<file path="src/rtl/mem_access_unit.sv">
// mem_access_unit: bridges the multi-cycle controller's one-cycle memory
// strobes onto a variable-latency req/ack bus. The controller is held with
// Stall until the bus acknowledges (or the wait times out), and read data is
// captured into the instruction register or the memory data register.
// Optional feature: define MISALIGN_CHECK_EN to add the AddrErr output and
// reject requests whose selected address is not word aligned.
module mem_access_unit #(
    parameter int ADDR_W  = 32,
    parameter int DATA_W  = 32,
    parameter int TIMEOUT = 255,
    parameter int TO_W    = 8
) (
    input  logic              clk,
    input  logic              reset,
    input  logic              MemRead,
    input  logic              MemWrite,
    input  logic              IorD,
    input  logic              IRWrite,
    input  logic [ADDR_W-1:0] PC,
    input  logic [ADDR_W-1:0] ALUOut,
    input  logic [DATA_W-1:0] WriteData,
    output logic              Stall,
    output logic [DATA_W-1:0] Instruction,
    output logic [DATA_W-1:0] MDR,
    output logic              TimeoutErr,
`ifdef MISALIGN_CHECK_EN
    output logic              AddrErr,
`endif
    output logic              bus_req,
    output logic              bus_we,
    output logic [ADDR_W-1:0] bus_addr,
    output logic [DATA_W-1:0] bus_wdata,
    input  logic [DATA_W-1:0] bus_rdata,
    input  logic              bus_ack
);

    typedef enum logic [1:0] {
        ST_IDLE = 2'd0,
        ST_BUSY = 2'd1,
        ST_DONE = 2'd2
    } state_t;

    state_t            state_r;
    logic [TO_W-1:0]   cnt_r;
    logic              dst_r;
    logic              bus_req_r;
    logic              bus_we_r;
    logic [ADDR_W-1:0] bus_addr_r;
    logic [DATA_W-1:0] bus_wdata_r;
    logic [DATA_W-1:0] instr_r;
    logic [DATA_W-1:0] mdr_r;
    logic              timeout_err_r;
`ifdef MISALIGN_CHECK_EN
    logic              addr_err_r;
`endif

    logic              req_s;
    logic [ADDR_W-1:0] addr_sel_s;
    logic              misalign_s;

    // Request decode and address selection for the IDLE cycle.
    assign req_s      = MemRead | MemWrite;
    assign addr_sel_s = IorD ? ALUOut : PC;
`ifdef MISALIGN_CHECK_EN
    assign misalign_s = |addr_sel_s[1:0];
`else
    assign misalign_s = 1'b0;
`endif

    // Stall must be combinational so the controller freezes in the very cycle it strobes.
    assign Stall = ((state_r == ST_IDLE) && req_s) || (state_r == ST_BUSY);

    // Output ports are driven straight from registers.
    assign bus_req     = bus_req_r;
    assign bus_we      = bus_we_r;
    assign bus_addr    = bus_addr_r;
    assign bus_wdata   = bus_wdata_r;
    assign Instruction = instr_r;
    assign MDR         = mdr_r;
    assign TimeoutErr  = timeout_err_r;
`ifdef MISALIGN_CHECK_EN
    assign AddrErr     = addr_err_r;
`endif

    // Transaction FSM: latch the request, wait for ack or timeout, release for one cycle.
    always_ff @(posedge clk) begin
        if (!reset) begin
            state_r       <= ST_IDLE;
            cnt_r         <= {TO_W{1'b0}};
            dst_r         <= 1'b0;
            bus_req_r     <= 1'b0;
            bus_we_r      <= 1'b0;
            bus_addr_r    <= {ADDR_W{1'b0}};
            bus_wdata_r   <= {DATA_W{1'b0}};
            instr_r       <= {DATA_W{1'b0}};
            mdr_r         <= {DATA_W{1'b0}};
            timeout_err_r <= 1'b0;
`ifdef MISALIGN_CHECK_EN
            addr_err_r    <= 1'b0;
`endif
        end else begin
`ifdef MISALIGN_CHECK_EN
            addr_err_r <= 1'b0;
`endif
            case (state_r)
                ST_IDLE: begin
                    if (req_s && misalign_s) begin
                        // Misaligned: skip the bus entirely and report in DONE.
                        state_r <= ST_DONE;
`ifdef MISALIGN_CHECK_EN
                        addr_err_r <= 1'b1;
`endif
                    end else if (req_s) begin
                        bus_req_r   <= 1'b1;
                        bus_we_r    <= MemWrite;
                        bus_addr_r  <= addr_sel_s;
                        bus_wdata_r <= WriteData;
                        dst_r       <= IRWrite;
                        cnt_r       <= {TO_W{1'b0}};
                        state_r     <= ST_BUSY;
                    end else begin
                        state_r <= ST_IDLE;
                    end
                end
                ST_BUSY: begin
                    cnt_r <= cnt_r + TO_W'(1);
                    if (bus_ack) begin
                        // An ack in the final allowed cycle still completes normally.
                        if (!bus_we_r) begin
                            if (dst_r) begin
                                instr_r <= bus_rdata;
                            end else begin
                                mdr_r <= bus_rdata;
                            end
                        end else begin
                            mdr_r <= mdr_r;
                        end
                        bus_req_r <= 1'b0;
                        state_r   <= ST_DONE;
                    end else if (cnt_r == TO_W'(TIMEOUT - 1)) begin
                        // Timed out reads load zero so a lost fetch executes as a nop.
                        if (!bus_we_r) begin
                            if (dst_r) begin
                                instr_r <= {DATA_W{1'b0}};
                            end else begin
                                mdr_r <= {DATA_W{1'b0}};
                            end
                        end else begin
                            mdr_r <= mdr_r;
                        end
                        bus_req_r     <= 1'b0;
                        timeout_err_r <= 1'b1;
                        state_r       <= ST_DONE;
                    end else begin
                        state_r <= ST_BUSY;
                    end
                end
                ST_DONE: begin
                    // Strobes seen here belong to the finished access; ignore them.
                    state_r <= ST_IDLE;
                end
                default: begin
                    bus_req_r <= 1'b0;
                    state_r   <= ST_IDLE;
                end
            endcase
        end
    end

endmodule

</file>
<file path="config.mk">
export PLATFORM = sky130hd
export DESIGN_NAME = mem_access_unit
export DESIGN_NICKNAME = d
export VERILOG_FILES = /design/src/rtl/mem_access_unit.sv
export SDC_FILE = /design/constraint.sdc
export NUM_CORES = 1
export LEC_CHECK = 0
export BUFFER_PORTS_ARGS = -buffer_cell sky130_fd_sc_hd__buf_2
export CORE_MARGIN = 2
export CORE_UTILIZATION = 40
export CTS_CLUSTER_DIAMETER = 150
export DETAILED_ROUTE_END_ITERATION = 16
export HOLD_SLACK_MARGIN = 0.02
export PLACE_DENSITY = 0.68
export SETUP_SLACK_MARGIN = 0.02
export SYNTH_ARGS = -nofsm -noshare
export SYNTH_HDL_FRONTEND = slang
export SYNTH_SLANG_ARGS = --single-unit
</file>
<file path="constraint.sdc">
create_clock -name clk -period 2.9 [get_ports clk]
set_clock_uncertainty 0.15 [all_clocks]
set_input_delay 0.145 -clock clk [delete_from_list [all_inputs] [get_ports clk]]
set_output_delay 0.145 -clock clk [all_outputs]
set_load 0.02 [all_outputs]
</file>
==> impl_metrics.yaml <==
die:
  dieArea_um2: 17200
  io_pins: 267
  num_rows: 46
  core_area_um2: 15800
  die_w_um: 131
  die_y_um: 131
  initial_core_util: 0.408
job:
  drv_cap: 0
timing:
  finalCriticalPeriod_ns: 2.24
  grt_setup_unrepaired: "no"
  worst_slew_pin_slew_ns: 0.770
  finalSetupTns_ns: 0
  hold_violations: 0
  fin_ws_ns: 0.659
  drv_slew: 0
  setup_viol: 0
  fmax_mhz: 446
  fin_crit_sh: 0.773
  maxSlewHeadroom: 0.487
critical_path:
  slowest_delay_ns: 0.62
  crit_path_start: "state_r[1]"
  critPathCaptureType: "register"
  crit_chain: "or2_2, o21ai_0, a21oi_1, dlygate4sd3_1"
  worst_ep_arrival_time_ns: 2.46
  reg2reg_from: "state_r[1]"
  r2r_setup_slack_ns: 0.66
  cp.required_ns: 3.12
  critPathMaxFanout: 38
  startpoint_type: "register"
  worst_path_max_delay_cell: "or2_2"
  critical_path_class: "reg -> reg"
drt:
  dr.pass1.iters: 5
  post_drt_wl_per_cell_um: 16.1
  via_per_inst: 5.22
  route.detailed.drc: 0
  vias: 6667
  drtIter0Drc: 436
  drt-total-wl_um: 20500
  ant_nets: 0
clock_network:
  cts_buffers: 17
  cts_resized: 0
  post-cts-setup-buffer-count: 0
  tritoncts: "built"
  clock_path_buffers: 2
  cts_root_buf: "clkbuf_16"
  clk_latency_ns: 0.43
  h-tree-depth: 4
  cts_hold_buf: 124
  clock-sinks: 142
  clkTransAtPathRegs_ns: 0.06
synthesis:
  synth_area_leaders: "dfxtp_1 (44%), mux2i_1 (10%), mux2_4 (7.0%)"
  syn_area_per_cell_um2: 9.31
  async_reset_ff_frac: 0
  ys.flop_type: "dfxtp_1"
  yosys_warnings: 0
  synth_seq_cells: 142
  syn_area_um2: 6460
  syn_inst: 694
  synth_top_area_frac: 0.440
  mappedNetlistNets: 831
  synth-edff-count: 0
  synth_cell_types: 37
  synth.largest_area_cell: "dfxtp_1"
  yosysSeqAreaShare: 0.440
global_routing:
  antenna_found_initial: 0
  grt_max_degree: 103
  grt_pass1_vias: 6288
  grt_overflow: 0
  grt_pass1_wl_um: 31400
  track_usage: 0.233
worst_hold_path:
  hold_class: "in -> reg"
  hp-start: "PC[3]"
power_and_ir_drop:
  p_per_area_nw_per_um2: 578
  worst_ir_drop_vdd_uv: 391
  p_leak_nw: 4.63
final_layout:
  final_cell_area_um2: 9820
  diodes: 0
  layout.nets: 1184
  drive_gt1_frac: 0.361
  area_growth_pct: 52.1
placement:
  placed_area_um2: 7940
  numPortBuffers: 266
  preCtsSetupSlack_ns: 0.782
  dp_hpwl_um: 12200
  gp_congestion: 0.786
status:
  outcome: "finished clean"
[layer usage]
layer  wire length (um)  GRT usage  vias up
met3               1470     0.0682       43
met1               8660      0.285     3122
met4                566      0.103        0
met2               9840      0.383      290
met5                  0          0        -
li1                   -          -     3212
[final timing paths]
check	to	depth (start not counted)
worst max register to register	bus_we	4
worst min register to register	TimeoutErr	1
worst min-delay path	bus_addr[3]	3
worst max-delay path	bus_we	4
[stage by stage]
stage | utilization | total power [mW] | instances | hold WS, ns
floorplan | - | 2.82 | 694 | 0.135
global placement | 0.502 | 3.15 | 1120 | 0.250
detailed placement | 0.502 | 3.16 | 1120 | 0.253
CTS | 0.621 | 5.70 | 1276 | 0.0212
global route | 0.621 | 5.91 | 1276 | 0.0366
finish | 0.621 | 5.68 | 1276 | 0.0169
[layout make-up]
cell class / count / area [um^2]
inverter: 5 / 18.8
tap: 216 / 270
sequential: 142 / 2840
fill: 1331 / 6000
clock inverter: 14 / 205
clock buffer: 18 / 439
timing repair buffer: 403 / 2720
multi-input combinational: 478 / 3330
[placed cells by master, fill, tap and decap left out, types with 4 or more instances in the layout]
cell           instances
mux2i_1               66
nand2b_1               4
dfxtp_1              142
buf_4                  9
clkbuf_16             17
a211oi_1              33
clkinvlp_4             4
inv_1                  4
o21ai_2               30
nand3_1               69
bufinv_16              4
buf_2                266
o21bai_1              32
a21oi_1               71
inv_6                  5
nand2_1               70
o21ai_0               40
dlygate4sd3_1        124
buf_12                 4
mux2_4                30
[power breakdown]
part | switching (mW) | total, mW | internal, mW
clock network | 0.917 | 2.40 | 1.48
logic | 0.623 | 1.11 | 0.490
registers | 0.0782 | 2.17 | 2.09
[worst max-delay path: cells and delay by family (launching register included)]
family	cells	cell delay [ns]
AOI/OAI and AO/OA	2	0.31
buffers and inverters	1	0.56
DFF	1	0.54
and+or+nand+nor	1	0.62
[cell families after synthesis]
family	Yosys count	share of synthesized area
AOI/OAI and AO/OA	217	0.217
and+or+nand+nor	161	0.115
DFF	142	0.440
muxes	98	0.175
buffers and inverters	74	0.0494
adders and majority gates	2	0.00387
[cell usage after synthesis (2+ instances only)]
library cell,instances
inv_1,5
o21ai_2,30
nand2_1,70
a21oi_1,71
nand2b_1,4
mux2_2,2
a211oi_1,33
buf_1,4
mux2_4,30
buf_6,3
ha_1,2
mux2i_1,66
or2_2,2
dfxtp_1,142
clkbuf_2,2
buf_2,13
o21bai_1,33
nand3_1,69
nor3_1,3
nor2_1,5
clkbuf_1,47
o21ai_0,40
a311oi_1,3
o211ai_1,2
[flip-flops by register name, summed over array words and instances (netlist names)]
register / flops
dst_r: 1
TimeoutErr: 1
bus_we: 1
Instruction: 32
bus_wdata: 32
cnt_r: 8
bus_req: 1
bus_addr: 32
MDR: 32
state_r: 2
Note: power is estimated with default switching activity, not from simulation.
